## config.mk

```make
export PLATFORM = sky130hd
export DESIGN_NAME = rally_sequencer
export DESIGN_NICKNAME = d
export VERILOG_FILES = /design/src/rtl/pong_pkg.sv /design/src/rtl/frame_countdown.sv /design/src/rtl/rally_sequencer.sv
export SDC_FILE = /design/constraint.sdc
export NUM_CORES = 1
export LEC_CHECK = 0
export CAP_MARGIN = 20
export CORE_MARGIN = 5
export CORE_UTILIZATION = 53
export DETAILED_ROUTE_END_ITERATION = 8
export PLACE_DENSITY = 0.79
export SETUP_SLACK_MARGIN = 0.1
export SYNTH_ARGS = -nofsm -noshare
export SYNTH_HDL_FRONTEND = slang
export SYNTH_SLANG_ARGS = --single-unit
export TNS_END_PERCENT = 10
```

## constraint.sdc

```tcl
create_clock -name clock -period 2.1 [get_ports clock]
set_input_delay 0.42 -clock clock [delete_from_list [all_inputs] [get_ports clock]]
set_output_delay 0.42 -clock clock [all_outputs]
set_load 0.02 [all_outputs]
```

## src/rtl/pong_pkg.sv

```systemverilog
// Shared definitions for the Pong game blocks: rally state encodings and
// the side constants used by the main FSM, the rally sequencer and the datapath.
package pong_pkg;

    // Rally sequencer states (3-bit encoding; unused codes recover to IDLE)
    typedef enum logic [2:0] {
        IDLE       = 3'd0,
        SERVE_WAIT = 3'd1,
        PLAY       = 3'd2,
        POINT      = 3'd3,
        OVER       = 3'd4
    } rally_state_t;

    // Side encoding shared by serve_dir and winner
    localparam logic SIDE_LEFT  = 1'b0;
    localparam logic SIDE_RIGHT = 1'b1;

endpackage

```

## src/rtl/frame_countdown.sv

```systemverilog
// Loadable frame-tick down-counter shared by the serve delay and the point hold.
// load takes priority over enable; the counter never wraps below zero.
// done_next flags the enable pulse that finds the count at 1, i.e. the tick
// that completes the countdown.
module frame_countdown #(
    parameter int unsigned CNT_WIDTH = 8
) (
    input  logic                 clock,
    input  logic                 reset,
    input  logic                 load,
    input  logic [CNT_WIDTH-1:0] value,
    input  logic                 enable,
    output logic                 done_next
);

    logic [CNT_WIDTH-1:0] count_q;
    logic [CNT_WIDTH-1:0] count_d;

    // Next count: reload wins, otherwise step down once per enable pulse
    always_comb begin
        count_d = count_q;
        if (load) begin
            count_d = value;
        end else if (enable && (count_q != '0)) begin
            count_d = count_q - CNT_WIDTH'(1);
        end
    end

    // Count register
    always_ff @(posedge clock) begin
        if (reset) begin
            count_q <= '0;
        end else begin
            count_q <= count_d;
        end
    end

    assign done_next = enable && (count_q == CNT_WIDTH'(1));

endmodule

```

## src/rtl/rally_sequencer.sv

```systemverilog
// Pong rally sequencer: serves the ball, waits for misses, scores points,
// holds the field frozen between points and declares the winner.
// All delays are counted in qualified frame ticks (tick while the game is enabled).
module rally_sequencer
    import pong_pkg::*;
#(
    parameter int unsigned SCORE_WIDTH = 4,
    parameter int unsigned WIN_SCORE   = 7,
    parameter int unsigned SERVE_DELAY = 60,
    parameter int unsigned POINT_HOLD  = 90,
    parameter int unsigned CNT_WIDTH   = 8
) (
    input  logic                   clock,
    input  logic                   reset,
    input  logic                   tick,
    input  logic                   enable_game,
    input  logic                   miss_left,
    input  logic                   miss_right,
    output logic                   ball_reset,
    output logic                   ball_launch,
    output logic                   serve_dir,
    output logic                   freeze,
    output logic [SCORE_WIDTH-1:0] score_left,
    output logic [SCORE_WIDTH-1:0] score_right,
    output logic                   game_over,
    output logic                   winner
);

    localparam logic [SCORE_WIDTH-1:0] WIN_VALUE   = SCORE_WIDTH'(WIN_SCORE);
    localparam logic [CNT_WIDTH-1:0]   SERVE_COUNT = CNT_WIDTH'(SERVE_DELAY);
    localparam logic [CNT_WIDTH-1:0]   HOLD_COUNT  = CNT_WIDTH'(POINT_HOLD);

    rally_state_t state_q;
    rally_state_t state_d;

    logic [SCORE_WIDTH-1:0] score_left_q;
    logic [SCORE_WIDTH-1:0] score_left_d;
    logic [SCORE_WIDTH-1:0] score_right_q;
    logic [SCORE_WIDTH-1:0] score_right_d;
    logic                   serve_dir_q;
    logic                   serve_dir_d;
    logic                   game_over_q;
    logic                   game_over_d;
    logic                   winner_q;
    logic                   winner_d;
    logic                   ball_reset_q;
    logic                   ball_reset_d;
    logic                   ball_launch_q;
    logic                   ball_launch_d;

    logic                   qual_tick;
    logic                   cnt_load;
    logic [CNT_WIDTH-1:0]   cnt_value;
    logic                   cnt_enable;
    logic                   cnt_done;

    // Ticks only count while the main FSM has the game running
    assign qual_tick  = tick && enable_game;
    assign cnt_enable = qual_tick && ((state_q == SERVE_WAIT) || (state_q == POINT));

    frame_countdown #(
        .CNT_WIDTH (CNT_WIDTH)
    ) u_countdown (
        .clock     (clock),
        .reset     (reset),
        .load      (cnt_load),
        .value     (cnt_value),
        .enable    (cnt_enable),
        .done_next (cnt_done)
    );

    // Next-state, scoring and one-clock pulse requests
    always_comb begin
        state_d       = state_q;
        score_left_d  = score_left_q;
        score_right_d = score_right_q;
        serve_dir_d   = serve_dir_q;
        game_over_d   = game_over_q;
        winner_d      = winner_q;
        ball_reset_d  = 1'b0;
        ball_launch_d = 1'b0;
        cnt_load      = 1'b0;
        cnt_value     = '0;

        case (state_q)
            IDLE: begin
                if (enable_game) begin
                    cnt_load     = 1'b1;
                    cnt_value    = SERVE_COUNT;
                    ball_reset_d = 1'b1;
                    state_d      = SERVE_WAIT;
                end
            end

            SERVE_WAIT: begin
                if (cnt_done) begin
                    ball_launch_d = 1'b1;
                    state_d       = PLAY;
                end
            end

            PLAY: begin
                // Misses are ignored while paused
                if (enable_game) begin
                    if (miss_left && miss_right) begin
                        // Simultaneous misses: no point, just re-serve
                        cnt_load     = 1'b1;
                        cnt_value    = SERVE_COUNT;
                        ball_reset_d = 1'b1;
                        state_d      = SERVE_WAIT;
                    end else if (miss_left) begin
                        score_right_d = score_right_q + SCORE_WIDTH'(1);
                        serve_dir_d   = SIDE_LEFT;
                        cnt_load      = 1'b1;
                        cnt_value     = HOLD_COUNT;
                        state_d       = POINT;
                    end else if (miss_right) begin
                        score_left_d = score_left_q + SCORE_WIDTH'(1);
                        serve_dir_d  = SIDE_RIGHT;
                        cnt_load     = 1'b1;
                        cnt_value    = HOLD_COUNT;
                        state_d      = POINT;
                    end
                end
            end

            POINT: begin
                if (cnt_done) begin
                    if ((score_left_q == WIN_VALUE) || (score_right_q == WIN_VALUE)) begin
                        game_over_d = 1'b1;
                        winner_d    = (score_right_q == WIN_VALUE) ? SIDE_RIGHT : SIDE_LEFT;
                        state_d     = OVER;
                    end else begin
                        cnt_load     = 1'b1;
                        cnt_value    = SERVE_COUNT;
                        ball_reset_d = 1'b1;
                        state_d      = SERVE_WAIT;
                    end
                end
            end

            OVER: begin
                // Terminal until reset
            end

            default: begin
                // Illegal encoding: fall back to the reset picture
                state_d       = IDLE;
                score_left_d  = '0;
                score_right_d = '0;
                serve_dir_d   = SIDE_LEFT;
                game_over_d   = 1'b0;
                winner_d      = SIDE_LEFT;
                cnt_load      = 1'b1;
                cnt_value     = '0;
            end
        endcase
    end

    // State, score and pulse registers
    always_ff @(posedge clock) begin
        if (reset) begin
            state_q       <= IDLE;
            score_left_q  <= '0;
            score_right_q <= '0;
            serve_dir_q   <= SIDE_LEFT;
            game_over_q   <= 1'b0;
            winner_q      <= SIDE_LEFT;
            ball_reset_q  <= 1'b0;
            ball_launch_q <= 1'b0;
        end else begin
            state_q       <= state_d;
            score_left_q  <= score_left_d;
            score_right_q <= score_right_d;
            serve_dir_q   <= serve_dir_d;
            game_over_q   <= game_over_d;
            winner_q      <= winner_d;
            ball_reset_q  <= ball_reset_d;
            ball_launch_q <= ball_launch_d;
        end
    end

    assign ball_reset  = ball_reset_q;
    assign ball_launch = ball_launch_q;
    assign serve_dir   = serve_dir_q;
    assign score_left  = score_left_q;
    assign score_right = score_right_q;
    assign game_over   = game_over_q;
    assign winner      = winner_q;
    // Datapath may move only while actively playing
    assign freeze      = !((state_q == PLAY) && enable_game);

endmodule
```

==> results of run 1 <==
[sequential cells by signal, summed over array words and instances, names as in the netlist]
name,count
ball_launch,1
ball_reset,1
score_right,4
u_countdown.count_q,8
winner,1
game_over,1
state_q,3
serve_dir,1
score_left,4
[power by group through the flow]
stage / clock network [mW] / logic (mW) / registers [mW]
2_1_floorplan: 0 / 0.0865 / 0.494
3_3_place_gp: 0 / 0.139 / 0.496
3_5_place_dp: 0 / 0.146 / 0.498
4_1_cts: 0.254 / 0.146 / 0.488
5_1_grt: 0.281 / 0.166 / 0.491
6_report: 0.248 / 0.151 / 0.489
[Yosys cell counts (all sizes together)]
library cell / count
xnor2: 5
nand3: 4
nand3b: 2
o211ai: 1
nor4: 1
o21ai: 7
buf: 3
nor2: 14
nand4b: 1
a22oi: 2
nand2: 15
clkbuf: 3
o21a: 4
nor2b: 2
o311ai: 1
a211o: 2
a21oi: 10
nor3b: 2
a221oi: 1
and4b: 1
or2: 2
a31oi: 2
xor2: 4
ha: 7
a2111oi: 1
dfxtp: 24
a21o: 1
a221o: 1
inv: 8
or3b: 1
o2111ai: 1
o22ai: 1
or4: 2
nor4b: 2
nand4: 5
or3: 3
nor3: 5
and2: 2
and4: 1
nand2b: 3
[worst max-delay path: cells and delay by family]
| kind | cells | cell delay (ns) |
|---|---|---|
| simple gates | 2 | 0.70 |
| compound gates | 2 | 0.51 |
| buf+inv | 1 | 0.43 |
| fa+ha+maj | 1 | 0.19 |
[logic make-up (layout without fill, tap and decap cells)]
family | count (synthesis) | count (layout) | synth area share
simple gates | 68 | 68 | 0.285
fa+ha+maj | 7 | 7 | 0.0667
flops | 24 | 24 | 0.366
xor+xnor | 9 | 9 | 0.0600
buf+inv | 14 | 51 | 0.0419
compound gates | 35 | 35 | 0.181
[per-stage QoR]
| step | instances | area (um^2) |
|---|---|---|
| 5_1_grt | 224 | 1720 |
| 3_3_place_gp | 220 | 1670 |
| 6_report | 224 | 1720 |
| 3_5_place_dp | 220 | 1670 |
| 4_1_cts | 224 | 1700 |
| 2_1_floorplan | 157 | 1310 |
[final timing paths]
path                            slack (ns)                             endpoint  cells past startpoint                                start
worst max-delay path                  0.11           score_left[3]$_SDFFE_PP0P_                      6                           miss_right
worst min-delay path                  0.46               game_over$_SDFFE_PP0P_                      2               game_over$_SDFFE_PP0P_
worst max register to register        0.23  u_countdown.count_q[2]$_SDFFE_PP0P_                      6  u_countdown.count_q[4]$_SDFFE_PP0P_
worst min register to register        0.46               game_over$_SDFFE_PP0P_                      2               game_over$_SDFFE_PP0P_
[area by class of cell]
cell class,instances,area [um^2]
tap,30,37.5
sequential,24,480
inverter,8,30.0
fill,196,712
multi-input combinational,119,798
clock buffer,4,36.3
timing repair buffer,39,338
[per-layer routing]
| layer | vias up | wire, um | GRT usage |
|---|---|---|---|
| li1 | 639 | - | - |
| met1 | 595 | 1540 | 0.272 |
| met3 | 7 | 135 | 0.0346 |
| met5 | - | 0 | 0 |
| met2 | 34 | 1580 | 0.343 |
| met4 | 0 | 59 | 0.0728 |
[timing repair]
item,in CTS,in global routing
resized for setup,3,3
cloned,0,0
pin swaps,2,0
setup endpoints to repair,7,8
buffers inserted,0,0
==> flow_summary.ini, run 1 <==
[outcome]
status = complete, no violations

[power_and_ir_drop]
pwr-share-seq = 0.550
p_leak_nw = 0.621
sw_frac_of_total = 0.270
p_int_mw = 0.648
finalPower_mw = 0.888
ir_drop_mv = 0.420
share_comb_of_total_power = 0.171
power.share.clock = 0.279
power-per-cell-area_nw_per_um2 = 516
p_switching_mw = 0.240

[floorplanning]
io_pins = 20
die-width_um = 59.8
initial_core_util = 0.540
die_h_um = 59.8
dieArea_um2 = 3570
core_um2 = 2430
rows = 18

[worst_setup_path]
crit_chain = clkdlybuf4s50_1 > ha_2 > or3b_4 > a221o_1 > or3_1 > a21oi_1
crit_fanout = 4
cp-start-kind = input port
critical_path_class = input port to flip-flop
cp-end-kind = flip-flop
worstPathRequired_ns = 2.36
critPathMaxStageDelay_ns = 0.43
cp.arrival_ns = 2.25
slowest_stage = clkdlybuf4s50_1

[clock_network]
cts-hold-fix-buffers = 0
cts_root_buf = clkbuf_4
numCtsBuffers = 3
insertion_delay_ns = 0.32
clk_pin_slew_ns = 0.14
htree_levels = 1
cts_sinks = 24
cts_tree = yes
clockBufferDepth = 2

[global_route]
grt_pass1_vias = 1255
grt_use_total = 0.208
grt_pass1_wl_um = 5680
grt_max_degree = 14
grt_overflow = 0
antenna_found_initial = 0

[routing]
num_vias = 1275
via_per_inst = 5.69
routed_wirelength_um = 3320
detail-route-antenna-nets = 0
wl_per_cell_um = 14.8
drc = 0
dr.pass1.iters = 4
drt-initial-drc-count = 55

[sta]
setup_ws_ns = 0.114
slew_headroom = 0.601
rsz0062_at_grt = yes
clock_skew_ns = 0.00501
finalMaxSlewViolations = 0
timing.final.crit_period_ns = 1.99
worstMarginPinSlew_ns = 0.593
hold_ws_ns = 0.463
tns_ns = 0
finalCritPeriodShare = 0.946
hold_viol = 0
fmax_ghz = 0.503
setup_viol = 0

[job]
max-cap-violations = 0

[place]
gp_congestion = 0.863
port_buffers = 19
dp_hpwl_um = 2570
pre_cts_slack_ns = -0.351

[synthesis]
synth_cells = 157
seq_area_frac_synth = 0.366
synth_area_leader_cell = dfxtp_1
netlist_area_um2 = 1310
ys_ff_latch = 24
synth_fp_nets = 170
yosys.area.top_type_share = 0.366
yosysWarnings = 0
synth_cell_types = 43
synth.area.top_cells = dfxtp_1, ha_1, nand2_1
syn_area_per_cell_um2 = 8.37

[finish]
finalCoreUtilization = 0.707
area_growth_pct = 31.0
n_antenna_cell = 0
mostFrequentLayoutCell = dfxtp_1
nets = 208
layout-drive-gt1-share = 0.165
layout_common_cells = dfxtp_1, buf_4, clkdlybuf4s50_1

[hold_path]
hold_class = flip-flop to flip-flop
No activity file was read; power rests on OpenSTA's default activity.
==> run 2: changes to the inputs <==
Settings changed: PLACE_DENSITY 0.79 to default, PLACE_DENSITY_LB_ADDON from default to 0.3.
==> run 2 against run 1 <==
  * Global-route usage fell by 1.8 points
  * Power grew 0.64%
  * Worst setup slack improved by 0.099 ns
  * Register-to-register slack improved by 0.03 ns
  * Non-clock buffer count rose by 1
==> flow_summary.ini, run 2 (synthesis results as in run 1) <==
[outcome]
status = complete, no violations

[routing]
wl_per_cell_um = 14.2
detail-route-antenna-nets = 0
drc = 0
routed_wirelength_um = 3200
dr.pass1.iters = 7
num_vias = 1270
via_per_inst = 5.64
drt-initial-drc-count = 56

[sta]
finalCritPeriodShare = 0.899
finalMaxSlewViolations = 0
hold_viol = 0
slew_headroom = 0.613
hold_ws_ns = 0.462
rsz0062_at_grt = no
setup_viol = 0
setup_ws_ns = 0.213
clock_skew_ns = 0.00464
fmax_ghz = 0.530
worstMarginPinSlew_ns = 0.575
timing.final.crit_period_ns = 1.89

[place]
port_buffers = 19
gp_congestion = 0.937
dp_hpwl_um = 2440
pre_cts_slack_ns = -0.396

[finish]
n_antenna_cell = 0
nets = 209
regMostFlops = u_countdown.count_q
layout_common_cells = dfxtp_1, buf_4, clkdlybuf4s50_1
layout-drive-gt1-share = 0.169
area_growth_pct = 31.6
multi_input_area_um2 = 792
largest_reg_flops = 8
mostFrequentLayoutCell = dfxtp_1
register_area_um2 = 482
fillers = 194
finalCoreUtilization = 0.711

[power_and_ir_drop]
power.share.clock = 0.286
p_switching_mw = 0.244
pwr-share-seq = 0.546
sw_frac_of_total = 0.273
share_comb_of_total_power = 0.168
p_leak_nw = 0.642
power-per-cell-area_nw_per_um2 = 517
ir_drop_mv = 0.469
p_int_mw = 0.650
finalPower_mw = 0.894

[clock_network]
cts-hold-fix-buffers = 0
clk_pin_slew_ns = 0.13
numCtsBuffers = 3
insertion_delay_ns = 0.33
clockBufferDepth = 2
cts_tree = yes
htree_levels = 1
cts_root_buf = clkbuf_4
cts_sinks = 24

[worst_setup_path]
crit_chain = clkdlybuf4s50_1 > or3b_4 > buf_4 > a221oi_4 > nand4_1 > xor2_1 > nor2_1
cp-end-kind = flip-flop
r2r_end = winner$_SDFFE_PP0P_
slowest_stage = clkdlybuf4s50_1
crit_fanout = 3
critPathMaxStageDelay_ns = 0.48
worstPathRequired_ns = 2.37
reg2reg_from = u_countdown.count_q[4]$_SDFFE_PP0P_
rrSetupSlack_ns = 0.26
critical_path_class = input port to flip-flop
cp-start-kind = input port
reg2reg_depth = 5
cp.arrival_ns = 2.16

[hold_path]
hold_path.startpoint = game_over$_SDFFE_PP0P_
hold_depth = 2
worstHoldEndpoint = game_over$_SDFFE_PP0P_
hold_class = flip-flop to flip-flop

[job]
max-cap-violations = 0

[global_route]
grt_use_total = 0.190
grt_pass1_vias = 1127
antenna_found_initial = 0
grt_pass1_wl_um = 5180
grt_overflow = 0
grt_max_degree = 14

[floorplanning]
rows = 18
io_pins = 20
dieArea_um2 = 3570
die_h_um = 59.8
core_um2 = 2430
die-width_um = 59.8
initial_core_util = 0.540
[run 2: changes by cell type in the layout (fill, tap and decap cells not counted)]
cell,before,now
dfxtp_2,0,1
dlymetal6s2s_1,0,2
dlygate4sd2_1,2,1
buf_4,20,21
clkdlybuf4s50_1,17,16
a2111oi_0,0,1
dfxtp_1,24,23
a2111oi_2,1,0
[run 2: worst max-delay path by stage]
stage,depth (start not counted),from,end,slack (ns)
2_1_floorplan,5,miss_left,score_left[3]$_SDFFE_PP0P_,0.14
5_1_grt,5,u_countdown.count_q[4]$_SDFFE_PP0P_,winner$_SDFFE_PP0P_,0.10
3_3_place_gp,6,miss_left,score_left[3]$_SDFFE_PP0P_,-0.28
6_report,7,enable_game,score_right[3]$_SDFFE_PP0P_,0.21
3_5_place_dp,6,miss_left,score_left[3]$_SDFFE_PP0P_,-0.40
4_1_cts,6,miss_left,score_left[3]$_SDFFE_PP0P_,0.01
[run 2: final cells by class]
| cell class | instances | area share |
|---|---|---|
| timing repair buffer | 40 | 0.203 |
| inverter | 8 | 0.0174 |
| tap | 30 | 0.0217 |
| multi-input combinational | 119 | 0.458 |
| sequential | 24 | 0.279 |
| clock buffer | 4 | 0.0210 |
[run 2: metrics by stage]
step	cells	cell area [um^2]	setup TNS [ns]
2_1_floorplan	157	1310	0
3_3_place_gp	219	1660	-2.27
3_5_place_dp	219	1660	-3.37
4_1_cts	224	1710	0
5_1_grt	225	1730	0
6_report	225	1730	0
[run 2: critical path: cells and delay by family]
family / cells / cell delay [ns]
buffers and inverters: 2 / 0.64
and+or+nand+nor: 3 / 0.64
AOI/OAI and AO/OA: 1 / 0.29
xor gates and xnor gates: 1 / 0.17
[run 2: power groups by stage]
| stage | Clock (mW) | Sequential, mW | Combinational [mW] |
|---|---|---|---|
| 5_1_grt | 0.273 | 0.490 | 0.164 |
| 4_1_cts | 0.257 | 0.487 | 0.148 |
| 6_report | 0.256 | 0.488 | 0.150 |
| 3_5_place_dp | 0 | 0.497 | 0.143 |
| 3_3_place_gp | 0 | 0.496 | 0.138 |
| 2_1_floorplan | 0 | 0.494 | 0.0865 |
[run 2: repair_timing]
item	4_1_cts	5_1_grt
gates cloned	0	0
resized for setup	3	3
pin swaps	1	2
buffers inserted	1	1
endpoints found under the setup margin	8	9
[run 2: layer usage]
layer,up-vias,routed length (um),GRT usage
met4,0,33,0.0823
met3,4,152,0.0281
met1,600,1470,0.248
met2,31,1540,0.309
li1,635,-,-
met5,-,0,0
==> run 3: changes to the inputs <==
Settings changed: CORE_MARGIN 5 to 3.
==> run 3 against run 2 <==
  * Power is 0.74% lower
  * Clock power is 2% lower
  * Critical path depth is 2 lower
  * Critical path type unchanged
  * Sequential share of layout area is 0.23 points higher
==> flow_summary.ini, run 3 (synthesis results as in run 1) <==
[sta]
tns_ns = 0
rsz0062_at_grt = no
worstMarginPinSlew_ns = 0.573
hold_ws_ns = 0.475
setup_viol = 0
hold_viol = 0
slew_headroom = 0.614
timing.final.crit_period_ns = 1.92
fmax_ghz = 0.522
finalMaxSlewViolations = 0
clock_skew_ns = 0.00742
finalCritPeriodShare = 0.913

[routing]
wl_per_cell_um = 14.4
drc = 0
detail-route-antenna-nets = 0
drt-initial-drc-count = 32
via_per_inst = 5.76
dr.pass1.iters = 4
num_vias = 1278
routed_wirelength_um = 3200

[hold_path]
hold_class = flip-flop to flip-flop

[finish]
regMostFlops = u_countdown.count_q
layout_common_cells = dfxtp_1, buf_4, clkdlybuf4s50_1
mostFrequentLayoutCell = dfxtp_1
multi_input_area_um2 = 792
final_cells = 222
area_growth_pct = 30.2
n_antenna_cell = 0
largest_reg_flops = 8
fin_area_um2 = 1710
layout-drive-gt1-share = 0.160
register_area_um2 = 480
nets = 208
fillers = 152

[place]
port_buffers = 19
dpl_cell_area_um2 = 1660
gp_congestion = 0.821
dp_hpwl_um = 2430
dpl.cell_count = 218

[floorplanning]
initial_core_util = 0.577
die-width_um = 55.8
core_um2 = 2280
io_pins = 20
dieArea_um2 = 3110
rows = 17
die_h_um = 55.8

[global_route]
grt_pass1_wl_um = 5440
antenna_found_initial = 0
grt_max_degree = 14
grt_overflow = 0
grt_use_total = 0.214
grt_pass1_vias = 1241

[job]
max-cap-violations = 0

[power_and_ir_drop]
power-per-cell-area_nw_per_um2 = 519
p_leak_nw = 0.621
ir_drop_mv = 0.378
finalPower_mw = 0.887

[worst_setup_path]
cp.arrival_ns = 2.17
crit_fanout = 4
critical_path_class = input port to flip-flop
cp-start-kind = input port
rrSetupSlack_ns = 0.26
worstPathRequired_ns = 2.36
cp-end-kind = flip-flop

[clock_network]
cts_sinks = 24
htree_levels = 1
cts_tree = yes
numCtsBuffers = 3
insertion_delay_ns = 0.32
clk_pin_slew_ns = 0.13
clockBufferDepth = 2
cts-hold-fix-buffers = 0
cts_root_buf = clkbuf_4

[outcome]
status = complete, no violations
-- run 3: worst paths after layout --
check / startpoint / endpoint / cells past startpoint
worst min register to register: game_over$_SDFFE_PP0P_ / game_over$_SDFFE_PP0P_ / 2
worst max register to register: u_countdown.count_q[4]$_SDFFE_PP0P_ / winner$_SDFFE_PP0P_ / 5
worst min-delay path: game_over$_SDFFE_PP0P_ / game_over$_SDFFE_PP0P_ / 2
worst max-delay path: enable_game / score_left[3]$_SDFFE_PP0P_ / 5
-- run 3: where the power goes --
part	internal, mW	switching, mW
clock network	0.106	0.146
registers	0.470	0.0181
logic	0.0708	0.0764
-- run 3: per-stage QoR --
| step | util | setup slack (ns) |
|---|---|---|
| after floorplan | - | 0.137 |
| after global placement | 0.731 | -0.289 |
| after detailed placement | 0.731 | -0.367 |
| after CTS | 0.747 | 0.190 |
| after global routing | 0.752 | 0.107 |
| final | 0.752 | 0.183 |
-- run 3: worst max-delay path: stages --
cell             delay (ns)
clkdlybuf4s50_1        0.49
or3b_4                 0.38
a221o_1                0.37
or3_1                  0.37
a21oi_1                0.14
-- run 3: repair_timing --
| item | 4_1_cts | 5_1_grt |
|---|---|---|
| buffers inserted | 0 | 0 |
| endpoints found under the setup margin | 7 | 1 |
| hold endpoints to repair | 0 | 0 |
| gates resized for setup | 4 | 1 |
| pin swaps | 1 | 0 |
-- run 3: area by class of cell --
cell class,instances,area share
clock buffer,4,0.0212
sequential,24,0.281
multi-input combinational,119,0.463
inverter,8,0.0176
timing repair buffer,39,0.197
tap,28,0.0205
-- run 3: routing by layer --
| metal | global-route usage | up-vias | part of all wire |
|---|---|---|---|
| met1 | 0.271 | 600 | 0.46 |
| li1 | - | 637 | - |
| met5 | 0 | - | 0 |
| met4 | 0.0903 | 0 | 0.018 |
| met2 | 0.365 | 32 | 0.49 |
| met3 | 0.0232 | 9 | 0.028 |
